### config.mk
export PLATFORM = sky130hd
export DESIGN_NAME = br_scan_flat
export DESIGN_NICKNAME = d
export VERILOG_FILES = /design/src/rtl/br_scan_if.sv /design/src/rtl/br_scan.sv /design/src/flat_wrapper.sv
export SDC_FILE = /design/constraint.sdc
export NUM_CORES = 1
export LEC_CHECK = 0
export ABC_AREA = 1
export BUFFER_PORTS_ARGS = -buffer_cell sky130_fd_sc_hd__buf_2
export CORE_MARGIN = 4
export CORE_UTILIZATION = 54
export CTS_BUF_LIST = sky130_fd_sc_hd__clkbuf_2 sky130_fd_sc_hd__clkbuf_4 sky130_fd_sc_hd__clkbuf_8
export DETAILED_ROUTE_END_ITERATION = 16
export GPL_ROUTABILITY_DRIVEN = 0
export PLACE_DENSITY_LB_ADDON = 0.15
export SYNTH_ARGS = -nofsm -noshare
export SYNTH_HDL_FRONTEND = slang
export SYNTH_SLANG_ARGS = --single-unit
export TNS_END_PERCENT = 50
### constraint.sdc
create_clock -name clk -period 5.6 [get_ports clk]
set_input_delay 1.4 -clock clk [delete_from_list [all_inputs] [get_ports clk]]
set_output_delay 1.4 -clock clk [all_outputs]
set_load 0.02 [all_outputs]
### src/rtl/br_scan_if.sv
// rtl/br_scan_if.sv - control, bank read port and word stream bundle for br_scan
interface br_scan_if #(
    parameter int ADDR_W = 5,
    parameter int DATA_W = 32
);
    logic              start;
    logic [ADDR_W-1:0] first;
    logic [ADDR_W-1:0] last;
    logic              abort;
    logic [ADDR_W-1:0] rd_addr;
    logic [DATA_W-1:0] rd_data;
    logic              out_valid;
    logic              out_ready;
    logic [ADDR_W-1:0] out_addr;
    logic [DATA_W-1:0] out_data;
    logic              busy;
    logic              done;

    modport master (
        input  start, first, last, abort, rd_data, out_ready,
        output rd_addr, out_valid, out_addr, out_data, busy, done
    );

    modport slave (
        output start, first, last, abort, rd_data, out_ready,
        input  rd_addr, out_valid, out_addr, out_data, busy, done
    );
endinterface

### src/rtl/br_scan.sv
// rtl/br_scan.sv - sequential register-bank read-out engine with wrapping address range
module br_scan #(
    parameter int ADDR_W = 5,
    parameter int DATA_W = 32
) (
    input  logic        clk,
    input  logic        rst_n,
    br_scan_if.master   bus
);
    typedef enum logic [1:0] {
        S_IDLE,
        S_LOAD,
        S_SEND,
        S_FIN
    } state_t;

    localparam logic [ADDR_W:0]   REM_ONE  = (ADDR_W+1)'(1);
    localparam logic [ADDR_W-1:0] ADDR_ONE = ADDR_W'(1);

    state_t            state, state_n;
    logic [ADDR_W-1:0] rd_addr_q, rd_addr_n;
    logic [ADDR_W-1:0] out_addr_q, out_addr_n;
    logic [DATA_W-1:0] out_data_q, out_data_n;
    logic [ADDR_W:0]   remaining, remaining_n;
    logic [ADDR_W-1:0] span;

    // Modulo subtraction makes last < first wrap through the top of the bank.
    assign span = bus.last - bus.first;

    always_ff @(posedge clk) begin
        if (!rst_n) begin
            state <= S_IDLE;
        end else begin
            state <= state_n;
        end
    end

    always_ff @(posedge clk) begin
        if (!rst_n) begin
            rd_addr_q  <= '0;
            out_addr_q <= '0;
            out_data_q <= '0;
            remaining  <= '0;
        end else begin
            rd_addr_q  <= rd_addr_n;
            out_addr_q <= out_addr_n;
            out_data_q <= out_data_n;
            remaining  <= remaining_n;
        end
    end

    always_comb begin
        state_n     = state;
        rd_addr_n   = rd_addr_q;
        out_addr_n  = out_addr_q;
        out_data_n  = out_data_q;
        remaining_n = remaining;
        case (state)
            S_IDLE: begin
                if (bus.start) begin
                    state_n     = S_LOAD;
                    rd_addr_n   = bus.first;
                    remaining_n = {1'b0, span} + REM_ONE;
                end
            end
            S_LOAD: begin
                if (bus.abort) begin
                    state_n = S_IDLE;
                end else begin
                    // Captured at the same edge as any bank write, so the pre-write word is kept.
                    state_n    = S_SEND;
                    out_addr_n = rd_addr_q;
                    out_data_n = bus.rd_data;
                end
            end
            S_SEND: begin
                if (bus.abort) begin
                    state_n = S_IDLE;
                end else if (bus.out_ready) begin
                    if (remaining == REM_ONE) begin
                        state_n = S_FIN;
                    end else begin
                        state_n     = S_LOAD;
                        rd_addr_n   = rd_addr_q + ADDR_ONE;
                        remaining_n = remaining - REM_ONE;
                    end
                end
            end
            S_FIN: begin
                state_n = S_IDLE;
            end
            default: begin
                state_n = S_IDLE;
            end
        endcase
    end

    assign bus.rd_addr   = rd_addr_q;
    assign bus.out_addr  = out_addr_q;
    assign bus.out_data  = out_data_q;
    assign bus.out_valid = (state == S_SEND);
    assign bus.busy      = (state != S_IDLE);
    assign bus.done      = (state == S_FIN);
endmodule

### src/flat_wrapper.sv
// flat-port wrapper written by rule: the top's interface ports become plain ports
module br_scan_flat 
#(
    parameter int ADDR_W = 5,
    parameter int DATA_W = 32
)
  (clk, rst_n, bus_start, bus_first, bus_last, bus_abort, bus_rd_data, bus_out_ready, bus_rd_addr, bus_out_valid, bus_out_addr, bus_out_data, bus_busy, bus_done);
  br_scan_if #(.ADDR_W(ADDR_W), .DATA_W(DATA_W)) bus_i ();
  input  logic clk;
  input  logic rst_n;
  input wire logic [$bits(bus_i.start)-1:0] bus_start;
  input wire logic [$bits(bus_i.first)-1:0] bus_first;
  input wire logic [$bits(bus_i.last)-1:0] bus_last;
  input wire logic [$bits(bus_i.abort)-1:0] bus_abort;
  input wire logic [$bits(bus_i.rd_data)-1:0] bus_rd_data;
  input wire logic [$bits(bus_i.out_ready)-1:0] bus_out_ready;
  output wire logic [$bits(bus_i.rd_addr)-1:0] bus_rd_addr;
  output wire logic [$bits(bus_i.out_valid)-1:0] bus_out_valid;
  output wire logic [$bits(bus_i.out_addr)-1:0] bus_out_addr;
  output wire logic [$bits(bus_i.out_data)-1:0] bus_out_data;
  output wire logic [$bits(bus_i.busy)-1:0] bus_busy;
  output wire logic [$bits(bus_i.done)-1:0] bus_done;
  assign bus_i.start = bus_start;
  assign bus_i.first = bus_first;
  assign bus_i.last = bus_last;
  assign bus_i.abort = bus_abort;
  assign bus_i.rd_data = bus_rd_data;
  assign bus_i.out_ready = bus_out_ready;
  assign bus_rd_addr = bus_i.rd_addr;
  assign bus_out_valid = bus_i.out_valid;
  assign bus_out_addr = bus_i.out_addr;
  assign bus_out_data = bus_i.out_data;
  assign bus_busy = bus_i.busy;
  assign bus_done = bus_i.done;
  br_scan #(.ADDR_W(ADDR_W), .DATA_W(DATA_W)) u_core (.clk(clk), .rst_n(rst_n), .bus(bus_i));
endmodule
==> metrics.csv <==
stage,metric,value,unit
clock_network,CTS buffer count,5,
synth,post-synthesis compound-gate area fraction,0.183,
timing,"Setup violations, final",0,
route,drt via density,5.01,
grt,initial antenna violation count,0,
synth,Post-synth EDFFs,0,
clock_network,Skew-Pair Late Insertion Delay,0.30,ns
power,clock network fraction of design power,0.251,
grt,met3 usage,0.0561,
worst_setup_path,Reg2Reg Setup Slack,3.96,ns
grt,routing usage on met1,0.260,
worst_setup_path,FF-to-FF path depth,6,
clock_network,H-tree depth,2,
synth,XOR/XNOR Fraction of Synth Area,0.0109,
floorplanning,DIE WIDTH,74.7,microns
floorplanning,row count,24,
power,internal power,0.547,mW
synth,Post-synth top flop,dfxtp_1,
placed_design,I/O Buffers,91,
route,Detailed Route WL,5550,microns
synth,"area leader, netlist",dfxtp_1,
worst_setup_path,WS Path Type,reg -> out,
synth,synthesized instance count,321,
grt,vias in the first global route,2117,
grt,Total GRT Usage,0.210,
worst_setup_path,Critical R2R Capture,u_core.bus.out_data[18]$_SDFFE_PN0P_,
grt,largest net degree at the start of global routing,47,
synth,Syn. warnings,0,
synth,multiplexer area fraction after synthesis,0,
worst_setup_path,crit-path leading delay family,flip-flops,
power,Power Dens Cells,279,nW/um^2
worst_setup_path,CP max stage delay,0.44,ns
synth,Netlist cell types,33,
power,switching power,0.268,mW
cells_and_area,Util after Layout,0.676,
min_path,Hold Crit Class,reg -> reg,
worst_setup_path,Worst Path Required,4.20,ns
floorplanning,initial core utilization,0.556,
worst_setup_path,Worst Path Max Fanout,14,
placed_design,"Cell Area, Placed",2840,sq um
cells_and_area,area grow syn2layout,21.5,%
timing,worst-margin pin slew,0.703,ns
timing,Tmin final,2.73,ns
placed_design,worst setup slack after placement,2.63,ns
clock_network,CTS root buf,clkbuf_8,
worst_setup_path,Crit path buffers/inverters,2,
synth,Synth Area in Adders,0.0499,
cells_and_area,Total Nets Final,461,
timing,fin crit share,0.488,
grt,Top Usage Layer GRT,met2,
worst_setup_path,CP Capture Point,bus_out_valid,
route,drt drc,0,
timing,Setup TNS,0,ns
synth,Syn Area/Cell,7.49,sq um
clock_network,Resized Gates After CTS,0,
grt,grt ovf,0,
cells_and_area,Final Instance Area,2920,sq um
clock_network,CTS sink cnt,50,
synth,sequential fraction of the synthesis area,0.416,
synth,syn nets,377,
worst_setup_path,WP depth,3,
placed_design,placed cell count,450,
power,Logic pwr share,0.252,
timing,Final WS setup,2.87,ns
floorplanning,Die H,74.7,microns
worst_setup_path,WP data arrival,1.33,ns
worst_setup_path,CP endpoint kind,output port,
power,Reg power frac,0.497,
timing,Max Fclk,0.366,GHz
status,status,completed,
cells_and_area,Post-Layout Cell Count,457,
worst_setup_path,Critical Path Source,u_core.state[1]$_SDFFE_PN0P_,
power,maximum vdd drop,0.221,mV
route,wire per inst,12.2,microns
grt,met2 Use GR,0.353,
clock_network,clk slew on worst S/H paths,0.09,ns
worst_setup_path,worst r2r src,u_core.state[0]$_SDFFE_PN0P_,
cells_and_area,n_diodes,0,
synth,post-synthesis simple-gate area fraction,0.256,
timing,Slew HR,0.531,
power,switching share of power,0.329,
clock_network,CTS tree,yes,
timing,Worst Skew,0.00536,ns
timing,Final Hold Fails,0,
placed_design,HPWL after DPL,3980,microns
synth,largest family of logic cells by synthesized area,simple AND/OR/NAND/NOR gates,
route,Antenna Nets Post-Route,0,
synth,Synth area leaders,"dfxtp_1, nor2_1, o21ai_0, ha_1, nand2_1",
worst_setup_path,startpoint class of the critical path,flip-flop,
floorplanning,Core ar.,4320,sq um
grt,wire length of the first global-routing pass,9230,microns
synth,Async SR Flop Fraction,0,
job,Max-cap violations,0,
worst_setup_path,critical path cell sequence,inv_2 -> nor2_4 -> buf_2,
route,number of DRC markers in iteration 0,80,
route,1st-pass router iterations,5,
clock_network,cts hold-fix bufs,0,
synth,"Cell Area, Synth",2400,sq um
worst_setup_path,CP max stage cell,dfxtp_1,
synth,top cell type's share of synthesized area,0.416,
floorplanning,I/O Pins,92,
clock_network,number of post-CTS setup repair buffers,0,
route,Vias,2290,
timing,Slew Limit Fails,0,
floorplanning,full die area,5590,sq um
synth,post-synthesis register bit count,50,
clock_network,clock buffer depth,2,
cells_and_area,share of layout cells above drive strength 1,0.304,
timing,hold slack,0.513,ns
power,Tot Pwr,0.815,mW
power,P_leak,1.52,nW
timing,unrepaired setup endpoints after global routing,false,
==> Yosys cell counts, types with 2 or more instances <==
cell      number
inv_1         24
buf_2          2
buf_6          2
nand4_1        3
o21ai_1        3
xnor2_1        2
clkbuf_1       9
o21ai_2        3
nand2_1       26
dfxtp_1       50
o21ai_0       51
nand2_2        3
a21oi_1       12
a21oi_2        7
nor2_1        84
nand3_1       14
ha_1           8
inv_2          3
==> layer usage <==
metal / vias to the layer above / part of all wire
li1: 1205 / -
met4: 0 / 0.016
met5: - / 0
met3: 6 / 0.073
met2: 71 / 0.48
met1: 1008 / 0.43
==> power by group through the flow <==
stage | clock network (mW) | logic (mW) | registers (mW)
floorplan | 0 | 0.120 | 0.439
global placement | 0 | 0.201 | 0.413
detailed placement | 0 | 0.206 | 0.413
CTS | 0.212 | 0.207 | 0.405
global route | 0.229 | 0.231 | 0.410
finish | 0.205 | 0.205 | 0.405
==> tightest hold or removal path: stages, from the launching register on <==
cell and delay, ns:
dfxtp_1 0.33, inv_1 0.08, a21oi_1 0.06
==> how the worst min path moves through the flow <==
stage | from | end | slack, ns | depth (start not counted)
final | u_core.bus.rd_addr[4]$_SDFFE_PN0P_ | u_core.bus.out_addr[4]$_SDFFE_PN0P_ | 0.51 | 2
after global routing | u_core.bus.rd_addr[4]$_SDFFE_PN0P_ | u_core.bus.out_addr[4]$_SDFFE_PN0P_ | 0.54 | 2
after floorplan | u_core.remaining[1]$_SDFFE_PN0P_ | u_core.remaining[1]$_SDFFE_PN0P_ | 0.47 | 2
after detailed placement | u_core.bus.out_data[16]$_SDFFE_PN0P_ | u_core.bus.out_data[16]$_SDFFE_PN0P_ | 0.49 | 2
after CTS | u_core.bus.rd_addr[4]$_SDFFE_PN0P_ | u_core.bus.out_addr[4]$_SDFFE_PN0P_ | 0.51 | 2
after global placement | u_core.bus.out_data[23]$_SDFFE_PN0P_ | u_core.bus.out_data[23]$_SDFFE_PN0P_ | 0.49 | 2
==> cell families (layout without fill, tap and decap cells) <==
kind of cell    after synthesis  count (layout)
simple gates                137             137
compound gates               79              79
flops                        50              50
buf+inv                      43             127
fa+ha+maj                     9               9
xor+xnor                      3               3
==> sequential cells by signal (all words and copies together) (netlist names) <==
signal and count:
u_core.remaining 6, u_core.bus.rd_addr 5, u_core.bus.out_data 32, u_core.state 2, u_core.bus.out_addr 5
==> cell type report <==
type                    instances  area (sq um)
fillers                       400          1400
multi-input cells             228          1200
flip-flops and latches         50          1000
repair buffers                 92           463
inverters                      28           108
clock buffers                   5          68.8
well taps                      52          65.1
clock inverters                 2          13.8
==> cells in the final DEF, fill, tap and decap left out, types with 2 or more instances in the layout <==
master,instances
buf_2,91
nor2_1,84
o21ai_0,51
dfxtp_1,50
nand2_1,26
inv_1,24
nand3_1,14
a21oi_1,12
ha_1,8
a21oi_2,7
clkbuf_8,5
inv_2,3
nand2_2,3
o21ai_2,3
nand4_1,3
o21ai_1,3
xnor2_1,2
Note: power is estimated with default switching activity, not from simulation.
